<file path="config.mk">
export PLATFORM = sky130hd
export DESIGN_NAME = uart_rx_flat
export DESIGN_NICKNAME = d
export VERILOG_FILES = /design/src/rtl/uart_pkg.sv /design/src/rtl/uart_rx_if.sv /design/src/rtl/uart_baud_tick.sv /design/src/rtl/uart_rx.sv /design/src/flat_wrapper.sv
export SDC_FILE = /design/constraint.sdc
export NUM_CORES = 1
export LEC_CHECK = 0
export CAP_MARGIN = 10
export CORE_AREA = 2 2 52 59
export DETAILED_ROUTE_END_ITERATION = 7
export DIE_AREA = 0 0 54 61
export GPL_ROUTABILITY_DRIVEN = 0
export PLACE_DENSITY = 0.76
export SLEW_MARGIN = 15
export SYNTH_ARGS = -nofsm -noshare
export SYNTH_HDL_FRONTEND = slang
export SYNTH_SLANG_ARGS = --single-unit
</file>
<file path="constraint.sdc">
create_clock -name clk -period 2.2 [get_ports clk]
set_input_delay 0.44 -clock clk [delete_from_list [all_inputs] [get_ports clk]]
set_output_delay 0.44 -clock clk [all_outputs]
set_load 0.02 [all_outputs]
</file>
<file path="src/rtl/uart_pkg.sv">
// -----------------------------------------------------------------------------
// uart_pkg
// Shared definitions for the UART receive path (and the matching transmitter):
//   - uart_state_e : receiver FSM state encoding
//   - OVS          : oversample ticks per bit
//   - DATA_BITS    : payload width of one frame (8N1)
//   - MID_SAMPLE   : sample-counter value at the middle of the start bit
//   - END_SAMPLE   : sample-counter value at the last tick of a bit
//   - shift_in_msb : LSB-first shift helper for the receive shift register
// -----------------------------------------------------------------------------
package uart_pkg;

   typedef enum logic [2:0] {
      ST_IDLE  = 3'd0,
      ST_START = 3'd1,
      ST_DATA  = 3'd2,
      ST_STOP  = 3'd3,
      ST_BREAK = 3'd4
   } uart_state_e;

   localparam int OVS       = 16;
   localparam int DATA_BITS = 8;

   localparam logic [3:0] MID_SAMPLE = 4'd7;
   localparam logic [3:0] END_SAMPLE = 4'd15;

   // Bits arrive LSB first, so each new bit enters at the MSB and the
   // first bit received ends up in bit 0 after DATA_BITS shifts.
   function automatic logic [DATA_BITS-1:0] shift_in_msb(
      input logic [DATA_BITS-1:0] sr,
      input logic                 din
   );
      shift_in_msb = {din, sr[DATA_BITS-1:1]};
   endfunction

endpackage : uart_pkg

</file>
<file path="src/rtl/uart_rx_if.sv">
// -----------------------------------------------------------------------------
// uart_rx_if
// Serial-in / byte-out bundle of the UART receiver.
//   rx        : asynchronous serial line, idles high
//   dataout   : last correctly framed byte
//   Done      : one-clock strobe when dataout is updated
//   frame_err : one-clock strobe when a stop bit is sampled low
//   tick      : oversample tick (one clock wide every DIV clocks)
// Modports:
//   slave  - the receiver (consumes rx, produces the rest)
//   master - the line driver / byte consumer
// -----------------------------------------------------------------------------
interface uart_rx_if;
   import uart_pkg::*;

   logic                 rx;
   logic [DATA_BITS-1:0] dataout;
   logic                 Done;
   logic                 frame_err;
   logic                 tick;

   modport slave (
      input  rx,
      output dataout,
      output Done,
      output frame_err,
      output tick
   );

   modport master (
      output rx,
      input  dataout,
      input  Done,
      input  frame_err,
      input  tick
   );

endinterface : uart_rx_if

</file>
<file path="src/rtl/uart_baud_tick.sv">
// -----------------------------------------------------------------------------
// uart_baud_tick
// Free-running oversample tick generator shared by the UART transmitter and
// receiver, so both ends derive the same bit rate from one divider.
// Parameters:
//   DIV     : clocks per tick (>= 1). DIV = 1 gives a tick that is held high.
// Ports:
//   i_clk   : clock, rising edge
//   i_reset : synchronous active-high reset
//   o_tick  : registered tick, one clock wide every DIV clocks; the first
//             tick appears DIV clocks after reset is released
// -----------------------------------------------------------------------------
module uart_baud_tick #(
   parameter int DIV = 4
) (
   input  logic i_clk,
   input  logic i_reset,
   output logic o_tick
);

   // A one-state divider still needs a 1-bit counter to stay legal.
   localparam int            W      = (DIV > 1) ? $clog2(DIV) : 1;
   localparam logic [W-1:0]  L_WRAP = W'(DIV - 1);
   localparam logic [W-1:0]  L_ZERO = W'(0);
   localparam logic [W-1:0]  L_ONE  = W'(1);

   logic [W-1:0] r_cnt;
   logic         r_tick;

   // Modulo-DIV counter; the tick is registered on the wrap, never realigned.
   always_ff @(posedge i_clk) begin
      if (i_reset) begin
         r_cnt  <= L_ZERO;
         r_tick <= 1'b0;
      end else begin
         if (r_cnt == L_WRAP) begin
            r_cnt  <= L_ZERO;
            r_tick <= 1'b1;
         end else begin
            r_cnt  <= r_cnt + L_ONE;
            r_tick <= 1'b0;
         end
      end
   end

   assign o_tick = r_tick;

endmodule : uart_baud_tick

</file>
<file path="src/rtl/uart_rx.sv">
// -----------------------------------------------------------------------------
// uart_rx
// 8N1 UART receiver with 16x oversampling.
//   - rx is brought into the clock domain by a two-flop synchroniser (rx_s)
//   - a start bit is qualified at its middle; a high there is a glitch
//   - 8 data bits are sampled LSB first, one per 16 ticks
//   - the stop bit is sampled at 9.5 bits: high -> byte + Done,
//     low -> frame_err and wait in BREAK until the line returns high
// Parameters:
//   DIV   : clocks per oversample tick (>= 1); bit period = DIV*16 clocks
//   OVS   : oversample ticks per bit, fixed at 16
// Ports:
//   clk   : clock, rising edge
//   reset : synchronous active-high reset, aborts any frame in progress
//   bus   : uart_rx_if.slave (rx in; dataout, Done, frame_err, tick out)
// -----------------------------------------------------------------------------
module uart_rx #(
   parameter int DIV = 4,
   parameter int OVS = 16
) (
   input  logic     clk,
   input  logic     reset,
   uart_rx_if.slave bus
);
   import uart_pkg::*;

   localparam logic [2:0] S_IDLE  = ST_IDLE;
   localparam logic [2:0] S_START = ST_START;
   localparam logic [2:0] S_DATA  = ST_DATA;
   localparam logic [2:0] S_STOP  = ST_STOP;
   localparam logic [2:0] S_BREAK = ST_BREAK;

   localparam logic [3:0] L_END      = 4'(OVS - 1);
   localparam logic [2:0] L_LAST_BIT = 3'(DATA_BITS - 1);

   logic                 w_tick;

   logic                 r_sync1;
   logic                 r_sync2;

   logic [2:0]           r_state;
   logic [3:0]           r_sc;
   logic [2:0]           r_bc;
   logic [DATA_BITS-1:0] r_shift;
   logic [DATA_BITS-1:0] r_dataout;
   logic                 r_done;
   logic                 r_ferr;

   logic [2:0]           w_state_nx;
   logic [3:0]           w_sc_nx;
   logic [2:0]           w_bc_nx;
   logic [DATA_BITS-1:0] w_shift_nx;
   logic [DATA_BITS-1:0] w_dataout_nx;
   logic                 w_done_nx;
   logic                 w_ferr_nx;

   uart_baud_tick #(
      .DIV (DIV)
   ) u_baud_tick (
      .i_clk   (clk),
      .i_reset (reset),
      .o_tick  (w_tick)
   );

   // Two-flop synchroniser; resets to the idle (high) line level so a reset
   // never looks like a start edge.
   always_ff @(posedge clk) begin
      if (reset) begin
         r_sync1 <= 1'b1;
         r_sync2 <= 1'b1;
      end else begin
         r_sync1 <= bus.rx;
         r_sync2 <= r_sync1;
      end
   end

   // Next-state logic; everything advances only on an oversample tick.
   always_comb begin
      w_state_nx   = r_state;
      w_sc_nx      = r_sc;
      w_bc_nx      = r_bc;
      w_shift_nx   = r_shift;
      w_dataout_nx = r_dataout;
      w_done_nx    = 1'b0;
      w_ferr_nx    = 1'b0;

      if (w_tick) begin
         case (r_state)
            S_IDLE: begin
               // The detecting tick counts as sample 0 of the start bit.
               if (r_sync2 == 1'b0) begin
                  w_state_nx = S_START;
                  w_sc_nx    = 4'd1;
               end else begin
                  w_state_nx = S_IDLE;
                  w_sc_nx    = 4'd0;
               end
            end

            S_START: begin
               if (r_sc == MID_SAMPLE) begin
                  w_sc_nx = 4'd0;
                  if (r_sync2 == 1'b1) begin
                     // Line went back high before mid-bit: not a real start.
                     w_state_nx = S_IDLE;
                  end else begin
                     w_state_nx = S_DATA;
                     w_bc_nx    = 3'd0;
                  end
               end else begin
                  w_sc_nx = r_sc + 4'd1;
               end
            end

            S_DATA: begin
               // sc was cleared at mid start bit, so sc==END lands mid data bit.
               if (r_sc == L_END) begin
                  w_sc_nx    = 4'd0;
                  w_shift_nx = shift_in_msb(r_shift, r_sync2);
                  if (r_bc == L_LAST_BIT) begin
                     w_state_nx = S_STOP;
                     w_bc_nx    = 3'd0;
                  end else begin
                     w_bc_nx = r_bc + 3'd1;
                  end
               end else begin
                  w_sc_nx = r_sc + 4'd1;
               end
            end

            S_STOP: begin
               if (r_sc == L_END) begin
                  w_sc_nx = 4'd0;
                  if (r_sync2 == 1'b1) begin
                     w_dataout_nx = r_shift;
                     w_done_nx    = 1'b1;
                     w_state_nx   = S_IDLE;
                  end else begin
                     w_ferr_nx  = 1'b1;
                     w_state_nx = S_BREAK;
                  end
               end else begin
                  w_sc_nx = r_sc + 4'd1;
               end
            end

            S_BREAK: begin
               // Hold here while the line stays low so a break is not
               // decoded as a stream of 8'h00 frames.
               if (r_sync2 == 1'b1) begin
                  w_state_nx = S_IDLE;
               end else begin
                  w_state_nx = S_BREAK;
               end
            end

            default: begin
               w_state_nx = S_IDLE;
               w_sc_nx    = 4'd0;
               w_bc_nx    = 3'd0;
            end
         endcase
      end else begin
         w_state_nx = r_state;
      end
   end

   // State, counters, shift register and registered strobes.
   always_ff @(posedge clk) begin
      if (reset) begin
         r_state   <= S_IDLE;
         r_sc      <= 4'd0;
         r_bc      <= 3'd0;
         r_shift   <= 8'h00;
         r_dataout <= 8'h00;
         r_done    <= 1'b0;
         r_ferr    <= 1'b0;
      end else begin
         r_state   <= w_state_nx;
         r_sc      <= w_sc_nx;
         r_bc      <= w_bc_nx;
         r_shift   <= w_shift_nx;
         r_dataout <= w_dataout_nx;
         r_done    <= w_done_nx;
         r_ferr    <= w_ferr_nx;
      end
   end

   assign bus.dataout   = r_dataout;
   assign bus.Done      = r_done;
   assign bus.frame_err = r_ferr;
   assign bus.tick      = w_tick;

endmodule : uart_rx

</file>
<file path="src/flat_wrapper.sv">
// flat-port wrapper written by rule: the top's interface ports become plain ports
module uart_rx_flat import uart_pkg::*;
#(
   parameter int DIV = 4,
   parameter int OVS = 16
)
  (clk, reset, bus_rx, bus_dataout, bus_Done, bus_frame_err, bus_tick);
  uart_rx_if bus_i ();
  input  logic clk;
  input  logic reset;
  input wire logic [$bits(bus_i.rx)-1:0] bus_rx;
  output wire logic [$bits(bus_i.dataout)-1:0] bus_dataout;
  output wire logic [$bits(bus_i.Done)-1:0] bus_Done;
  output wire logic [$bits(bus_i.frame_err)-1:0] bus_frame_err;
  output wire logic [$bits(bus_i.tick)-1:0] bus_tick;
  assign bus_i.rx = bus_rx;
  assign bus_dataout = bus_i.dataout;
  assign bus_Done = bus_i.Done;
  assign bus_frame_err = bus_i.frame_err;
  assign bus_tick = bus_i.tick;
  uart_rx #(.DIV(DIV), .OVS(OVS)) u_core (.clk(clk), .reset(reset), .bus(bus_i));
endmodule
</file>
==> impl_results.md, run 1 <==
- Tmin final: 2.012 ns
- Count of buffer and inverter cells on the critical path: 1
- Clk slew on worst S/H paths: roughly 0.09 ns
- Layout area overhead: 13.87%
- Tightest Pin Transition: between 0.4 and 0.5 ns
- RR Startpoint: u_core.r_sc[0]$_SDFFE_PP0P_
- Final wirelength: 2634 µm
- Yosys cell types: 41
- Adder-Cell Fraction of Synth Area: 3.534%
- Pleak: roughly 0.63 nW
- CP required: 1.76 ns
- # diodes: 0
- Crit path max-delay cell type: clkdlybuf4s50_1
- Clock share of power: approximately a third
- Fmax: between 0.4 and 0.5 GHz
- Worst-path maximum fanout: 11
- Residual DRC: 0
- Largest family of logic cells by synthesized area: simple AND/OR/NAND/NOR gates
- Syn Nets: around 150
- DR iter-0 viols: 20
- Most common cell after layout, fill and taps aside: dfxtp_1
- Internal power component: 0.7715 mW
- I/O pin total: 14
- XOR/XNOR Fraction of Synth Area: 0%
- Avg Vias per Cell: about 5.6
- Post-synth EDFFs: 0
- CTS tree: built
- Clk Latency, worst-skew pair: roughly 0.34 ns
- Number of core rows: 20
- Worst reg-to-reg path cell count: 5
- Die X: approximately 54 µm
- Mapped Avg Cell Area: just under 10 µm²
- Root Buffer: clkbuf_4
- Compound-Gate Fraction of Synth Area: between 10 and 15%
- Sw Pwr: 0.2180 mW
- Post-CTS Resized: 0
- Count of warnings emitted by yosys: 0
- Worst min path class: reg -> reg
- Synth Area in Simple Gates: 19.79%
- Max-Cap Viols: 0
- Clock sink count: 33
- Commonest non-fill, non-tap cells in the layout: 33 x dfxtp_1, 21 x nor2_1, 18 x mux2i_1
- Setup crit start kind: register
- Fin nets: between 150 and 200
- Antenna violations before repair: 0
- Final Cycle Share: a little over 90%
- Setup violators final: 0
- Pre-CTS WS: 0.3947 ns
- First-pass GRT wire length: 4519 µm
- Total CTS buffers: 5
- Chip Height: around 61 µm
- #FFs+latches synth: 33
- Ys async rst share: 0%
- Layout fillers: 236
- Avg WL per Cell: 13.72 µm
- CORE AREA: roughly 2700 µm²
- Top_reg_cell synth: dfxtp_1
- Grt ovf: 0
- Switch share: around 22%
- Final HPWL DP: ~1800 µm
- 1st-pass router iterations: 4
- Routed via count: 1,083
- P per Cell Area: 613.5 nW/µm²
- Cells after Synth: ~150
- Worst path top cell family by delay: buffers and inverters
- Postcts setup bufs: 0
- Worst-path cell chain: clkdlybuf4s50_1
- Count of input and output buffers: 13
- Post-CTS Hold Fix Bufs: 0
- Launch point of the worst hold path: u_core.r_sync1$_SDFF_PP1_
- Fin util: between 50% and 60%
- All-layer global routing usage: 19.54%
- Max VDD drop: ~0.52 mV
- Crit Path Category: reg -> out
- Slew HR: between 70 and 80%
- Syn Std Cell Area: roughly 1400 µm²
- Gate power share: 3.7%
- Worst Clk Skew: between 0.008 and 0.009 ns
- Critical path's largest stage delay: 0.68 ns
- Worst EP arrival: about 1.6 ns
- Final worst slack: approximately 0.19 ns
- Part of the power in registers: between 60% and 70%
- Antenna Violating Nets Remaining: 0
- Reg2Reg Setup Slack: around 0.36 ns
- Hold Vio Cnt, Final: 0
- Vias in the first global route: 1,054
- Critical path capture point type: output pin
- Sequential area share after synthesis: between 40% and 50%
- Share of layout cells above drive strength 1: 11.32%
- Largest net degree at the start of global routing: 35
- Final setup TNS: 0 ns
- RSZ-0062 raised after global routing: no
- H-tree depth: 2
- Initial Util: approximately 52%
- Max Buffers Root-to-Sink: 2
- Hold Slack: around 0.43 ns
- R2R Path End: u_core.r_shift[1]$_SDFFE_PP0P_
- Final count of pins violating max slew: 0
- Hold endpoint: u_core.r_sync2$_SDFF_PP1_
- Hold depth: 1
- Die area: 3294 µm²
- Multiplexer area fraction after synthesis: between 10% and 20%
- Status: finished clean
[cells in the mapped netlist (3+ instances only)]
| library cell | n | area share [%] |
|---|---|---|
| dfxtp_1 | 33 | 47 |
| nor2_1 | 21 | 5.6 |
| mux2i_1 | 18 | 13 |
| nand2_1 | 6 | 1.6 |
| nor2b_1 | 5 | 2.2 |
| o21ai_0 | 5 | 1.8 |
| a21oi_1 | 4 | 1.4 |
| clkbuf_1 | 4 | 1.1 |
| ha_1 | 4 | 3.5 |
| a32oi_1 | 3 | 1.9 |
| buf_2 | 3 | 1.1 |
| inv_1 | 3 | 0.79 |
| or2_2 | 3 | 1.3 |
[layout make-up]
| cell class | count | area (µm²) | area share [%] |
|---|---|---|---|
| clock buffers | 7 | 55.05 | 3.413 |
| inverters | 4 | 16.27 | 1.009 |
| multi-input cells | 100 | 694.4 | 43.06 |
| flip-flops and latches | 33 | 660.6 | 40.96 |
| well taps | 33 | 41.29 | 2.560 |
| repair buffers | 15 | 145.1 | 8.999 |
[per-layer routing]
| layer | global-route usage (%) | wire, µm | vias to the layer above |
|---|---|---|---|
| li1 | - | - | 541 |
| met1 | 21.54 | 1203 | 507 |
| met2 | 31.53 | 1233 | 25 |
| met3 | 5.172 | 96 | 10 |
| met4 | 15.36 | 101 | 0 |
| met5 | 0 | 0 | - |
[stage by stage]
step           cells  power [mW]  cell area [µm²]
2_1_floorplan    146      0.6511             1416
3_3_place_gp     185      0.6606             1558
3_5_place_dp     185      0.6622             1558
4_1_cts          192       1.003             1613
5_1_grt          192       1.026             1613
6_report         192      0.9895             1613
[power groups by stage]
stage	clock network, mW	registers [mW]	logic, mW
2_1_floorplan	0	0.622	0.0286
3_3_place_gp	0	0.626	0.0349
3_5_place_dp	0	0.626	0.0360
4_1_cts	0.354	0.612	0.0361
5_1_grt	0.372	0.613	0.0409
6_report	0.341	0.612	0.0362
[logic make-up (layout without fill, tap and decap cells)]
| family | after synthesis | in the layout |
|---|---|---|
| multiplexers | 19 | 19 |
| AO/OA/AOI/OAI | 24 | 24 |
| AND/OR/NAND/NOR | 53 | 53 |
| buffers and inverters | 13 | 26 |
| adder cells (fa/ha/maj) | 4 | 4 |
| flip-flops | 33 | 33 |
[worst max-delay path by stage]
stage                                    startpoint                             end  cells past startpoint
3_5_place_dp            u_core.r_sc[0]$_SDFFE_PP0P_  u_core.r_shift[1]$_SDFFE_PP0P_                      5
4_1_cts        u_core.u_baud_tick.o_tick$_SDFF_PP0_                        bus_tick                      1
5_1_grt        u_core.u_baud_tick.o_tick$_SDFF_PP0_                        bus_tick                      1
2_1_floorplan           u_core.r_sc[0]$_SDFFE_PP0P_     u_core.r_bc[2]$_SDFFE_PP0P_                      5
6_report       u_core.u_baud_tick.o_tick$_SDFF_PP0_                        bus_tick                      1
3_3_place_gp            u_core.r_sc[0]$_SDFFE_PP0P_  u_core.r_shift[4]$_SDFFE_PP0P_                      5
[state kept, by name, indices dropped and copies added, names as in the netlist, 2 cells and up]
register,count
u_core.r_bc,3
u_core.r_sc,4
u_core.bus.dataout,8
u_core.u_baud_tick.r_cnt,2
u_core.r_state,3
u_core.r_shift,8
Note: power is estimated with default switching activity, not from simulation.
==> run 2, diff against run 1 <==
--- a/config.mk
+++ b/config.mk
@@ -5,12 +5,13 @@
 export SDC_FILE = /design/constraint.sdc
 export NUM_CORES = 1
 export LEC_CHECK = 0
+export ABC_AREA = 1
 export CAP_MARGIN = 10
-export CORE_AREA = 2 2 52 59
+export CORE_AREA = 2 2 55 62
 export DETAILED_ROUTE_END_ITERATION = 7
-export DIE_AREA = 0 0 54 61
+export DIE_AREA = 0 0 57 64
 export GPL_ROUTABILITY_DRIVEN = 0
-export PLACE_DENSITY = 0.76
+export PLACE_DENSITY = 0.74
 export SLEW_MARGIN = 15
 export SYNTH_ARGS = -nofsm -noshare
 export SYNTH_HDL_FRONTEND = slang
==> constraint.sdc (replaced) <==
create_clock -name clk -period 1.7 [get_ports clk]
set_input_delay 0.34 -clock clk [delete_from_list [all_inputs] [get_ports clk]]
set_output_delay 0.34 -clock clk [all_outputs]
set_load 0.02 [all_outputs]
==> run 2 against run 1 <==
  * Die area up 11%
  * Total power rose by 53%
  * Synthesized area grew 2.6%
  * Critical path type unchanged
  * Clock skew is 0.00096 ns higher
  * Synthesized cell count grew 35%
  * Via count is 16% higher
  * Critical path depth unchanged
  * Hold slack got worse by 0.011 ns
  * Worst setup slack worse by 0.12 ns
  * Routed wire length up 4.0%
  * Register-to-register slack lost 0.17 ns
  * Largest cell class unchanged
==> impl_results.md, run 2 <==
- Status: finished clean
- Yosys cell types: 25
- 1st-pass router iterations: 4
- Post-synth EDFFs: 0
- Die X: 57 µm
- Post-route non-filler standard cell count: 253
- Total CTS buffers: 5
- Critical path's largest stage delay: roughly 0.60 ns
- R2R Path End: u_core.r_shift[4]$_SDFFE_PP0P_
- Root Buffer: clkbuf_4
- Vias in the first global route: around 1,200
- Most common cell after layout, fill and taps aside: nor2_1
- Most frequent cells after synthesis: 54 x nor2_1, 33 x dfxtp_1, 28 x nand2_1
- Max VDD drop: 0.6900 mV
- Avg WL per Cell: approximately 11 µm
- Critical path capture point type: output pin
- First-pass GRT wire length: slightly above 5000 µm
- Share of layout cells above drive strength 1: between 15 and 20%
- Internal power component: ~1.2 mW
- Grt ovf: 0
- Top-count cell post-synth: nor2_1
- Switch share: around 22%
- Worst reg-to-reg path cell count: 8
- Clk Latency, worst-skew pair: 0.35 ns
- Top_reg_cell synth: dfxtp_1
- Yosys top cell area share: between 40% and 50%
- Part of the power in registers: 52.7%
- Final wirelength: around 2700 µm
- Count of buffer and inverter cells on the critical path: 1
- Instance count on the critical path: 1
- Count of input and output buffers: 13
- Sw Pwr: ~0.34 mW
- Clk slew on worst S/H paths: 0.10 ns
- Syn Nets: 204
- CTS tree: built
- Layout area overhead: 20.41%
- Final HPWL DP: slightly below 2000 µm
- Largest cells by area after synthesis: dfxtp_1 45%, nor2_1 14%, nand2_1 7.2%
- Setup crit end: bus_dataout[7]
- Post-CTS Hold Fix Bufs: 0
- Worst path top cell family by delay: buffers and inverters
- Ys async rst share: 0%
- Worst-path cell chain: clkdlybuf4s50_1
- RSZ-0062 raised after global routing: no
- Pleak: roughly 0.76 nW
- Setup violators final: 0
- Gate power share: approximately 6.3%
- Reg2Reg Setup Slack: ~0.19 ns
- Slew HR: between 70% and 80%
- Worst min path class: reg -> reg
- Initial Util: between 40% and 50%
- Antenna Violating Nets Remaining: 0
- Sequential area share after synthesis: ~45%
- Cells after Synth: around 200
- Final Cycle Share: around 96%
- Routed via count: ~1,300
- Final setup TNS: 0 ns
- Clock sink count: 33
- Largest net degree at the start of global routing: 18
- CORE AREA: roughly 3000 µm²
- Commonest non-fill, non-tap cells in the layout: 52 x nor2_1, 32 x dfxtp_1, 28 x nand2_1
- Crit path max-delay cell type: clkdlybuf4s50_1
- Max Buffers Root-to-Sink: 2
- Clock share of power: 41.0%
- Count of warnings emitted by yosys: 0
- H-tree depth: 2
- DR iter-0 viols: 29
- Post-CTS Resized: 0
- Largest area contributor in the netlist: dfxtp_1
- Postcts setup bufs: 0
- Tmin final: around 1.6 ns
- Worst EP arrival: roughly 1.3 ns
- Crit Path Category: reg -> out
- Crit path launch: u_core.bus.dataout[7]$_SDFFE_PP0P_
- # diodes: 0
- Mapped Avg Cell Area: about 7.4 µm²
- All-layer global routing usage: between 10% and 20%
- Setup crit start kind: register
- Fmax: 0.6123 GHz
- Worst-path maximum fanout: 2
- Design Area, Final: 1749 µm²
- Hold Vio Cnt, Final: 0
- RR Startpoint: u_core.r_sc[1]$_SDFFE_PP0P_
- Overall power: between 1.5 and 2 mW
- Final count of pins violating max slew: 0
- #FFs+latches synth: 33
- Number of core rows: 21
- Worst Clk Skew: approximately 0.0094 ns
- I/O pin total: 14
- Tightest Pin Transition: between 0.3 and 0.4 ns
- Residual DRC: 0
- Avg Vias per Cell: approximately 5.0
- Placed cell count: 244
- Chip Height: 64 µm
- Antenna violations before repair: 0
- Fin nets: about 230
- Max-Cap Viols: 0
- P per Cell Area: 863.7 nW/µm²
- CP required: about 1.4 ns
- Syn Std Cell Area: about 1500 µm²
- Die area: around 3600 µm²
- Placed Instance Area: roughly 1600 µm²
[run 2: cells by family (layout without fill, tap and decap cells)]
kind of cell               after synthesis  in the layout  synth area share (%)
and+or+nand+nor                        112            113                 35.92
DFF                                     33             33                 45.48
AOI/OAI and AO/OA                       25             25                 8.785
xor gates and xnor gates                 1              1                0.6030
buffers and inverters                   22             43                 5.770
adders and majority gates                4              4                 3.445
[run 2: power by group through the flow]
stage          registers (mW)  clock network [mW]  logic, mW
2_1_floorplan           0.813                   0     0.0665
3_3_place_gp            0.813                   0     0.0907
3_5_place_dp            0.813                   0     0.0924
4_1_cts                 0.796               0.630     0.0930
5_1_grt                 0.799               0.665      0.108
6_report                0.796               0.620     0.0949
[run 2: worst reg2reg max path: stages, from the launching register on]
cell and delay [ns]:
dfxtp_1 0.37, ha_1 0.18, nand2_1 0.12, nor2_4 0.14
inv_2 0.09, nor3_4 0.24, inv_2 0.11, nor2_1 0.12
nor2_1 0.05
[run 2: worst min-delay path by stage]
stage	start	to	cells past startpoint
global route	u_core.r_sync1$_SDFF_PP1_	u_core.r_sync2$_SDFF_PP1_	1
detailed placement	u_core.r_sync1$_SDFF_PP1_	u_core.r_sync2$_SDFF_PP1_	1
floorplan	u_core.r_sync1$_SDFF_PP1_	u_core.r_sync2$_SDFF_PP1_	1
global placement	u_core.r_sync1$_SDFF_PP1_	u_core.r_sync2$_SDFF_PP1_	1
finish	u_core.r_sync1$_SDFF_PP1_	u_core.r_sync2$_SDFF_PP1_	1
CTS	u_core.r_sync1$_SDFF_PP1_	u_core.r_sync2$_SDFF_PP1_	1
[run 2: final cells by class]
class	instances	area, µm²
well taps	34	42.54
inverters	19	73.82
multi-input cells	143	730.7
flip-flops and latches	33	661.9
clock buffers	7	55.05
repair buffers	16	155.1
fillers	294	1246
clock inverters	1	30.03
[run 2: layer usage]
| layer | GRT usage, % | vias to the layer above | wire [µm] |
|---|---|---|---|
| li1 | - | 669 | - |
| met1 | 21.63 | 556 | 1356 |
| met2 | 27.87 | 25 | 1192 |
| met3 | 4.453 | 7 | 120 |
| met4 | 12.50 | 0 | 70 |
| met5 | 0 | - | 0 |
[run 2: per-stage QoR]
step | hold slack [ns] | util, % | setup slack, ns
4_1_cts | 0.4206 | 57.48 | 0.05960
6_report | 0.4143 | 58.40 | 0.06690
5_1_grt | 0.4334 | 58.40 | 0.01577
3_5_place_dp | 0.4041 | 54.64 | 0.1510
2_1_floorplan | 0.3895 | - | 0.3181
3_3_place_gp | 0.3904 | 54.64 | 0.1928
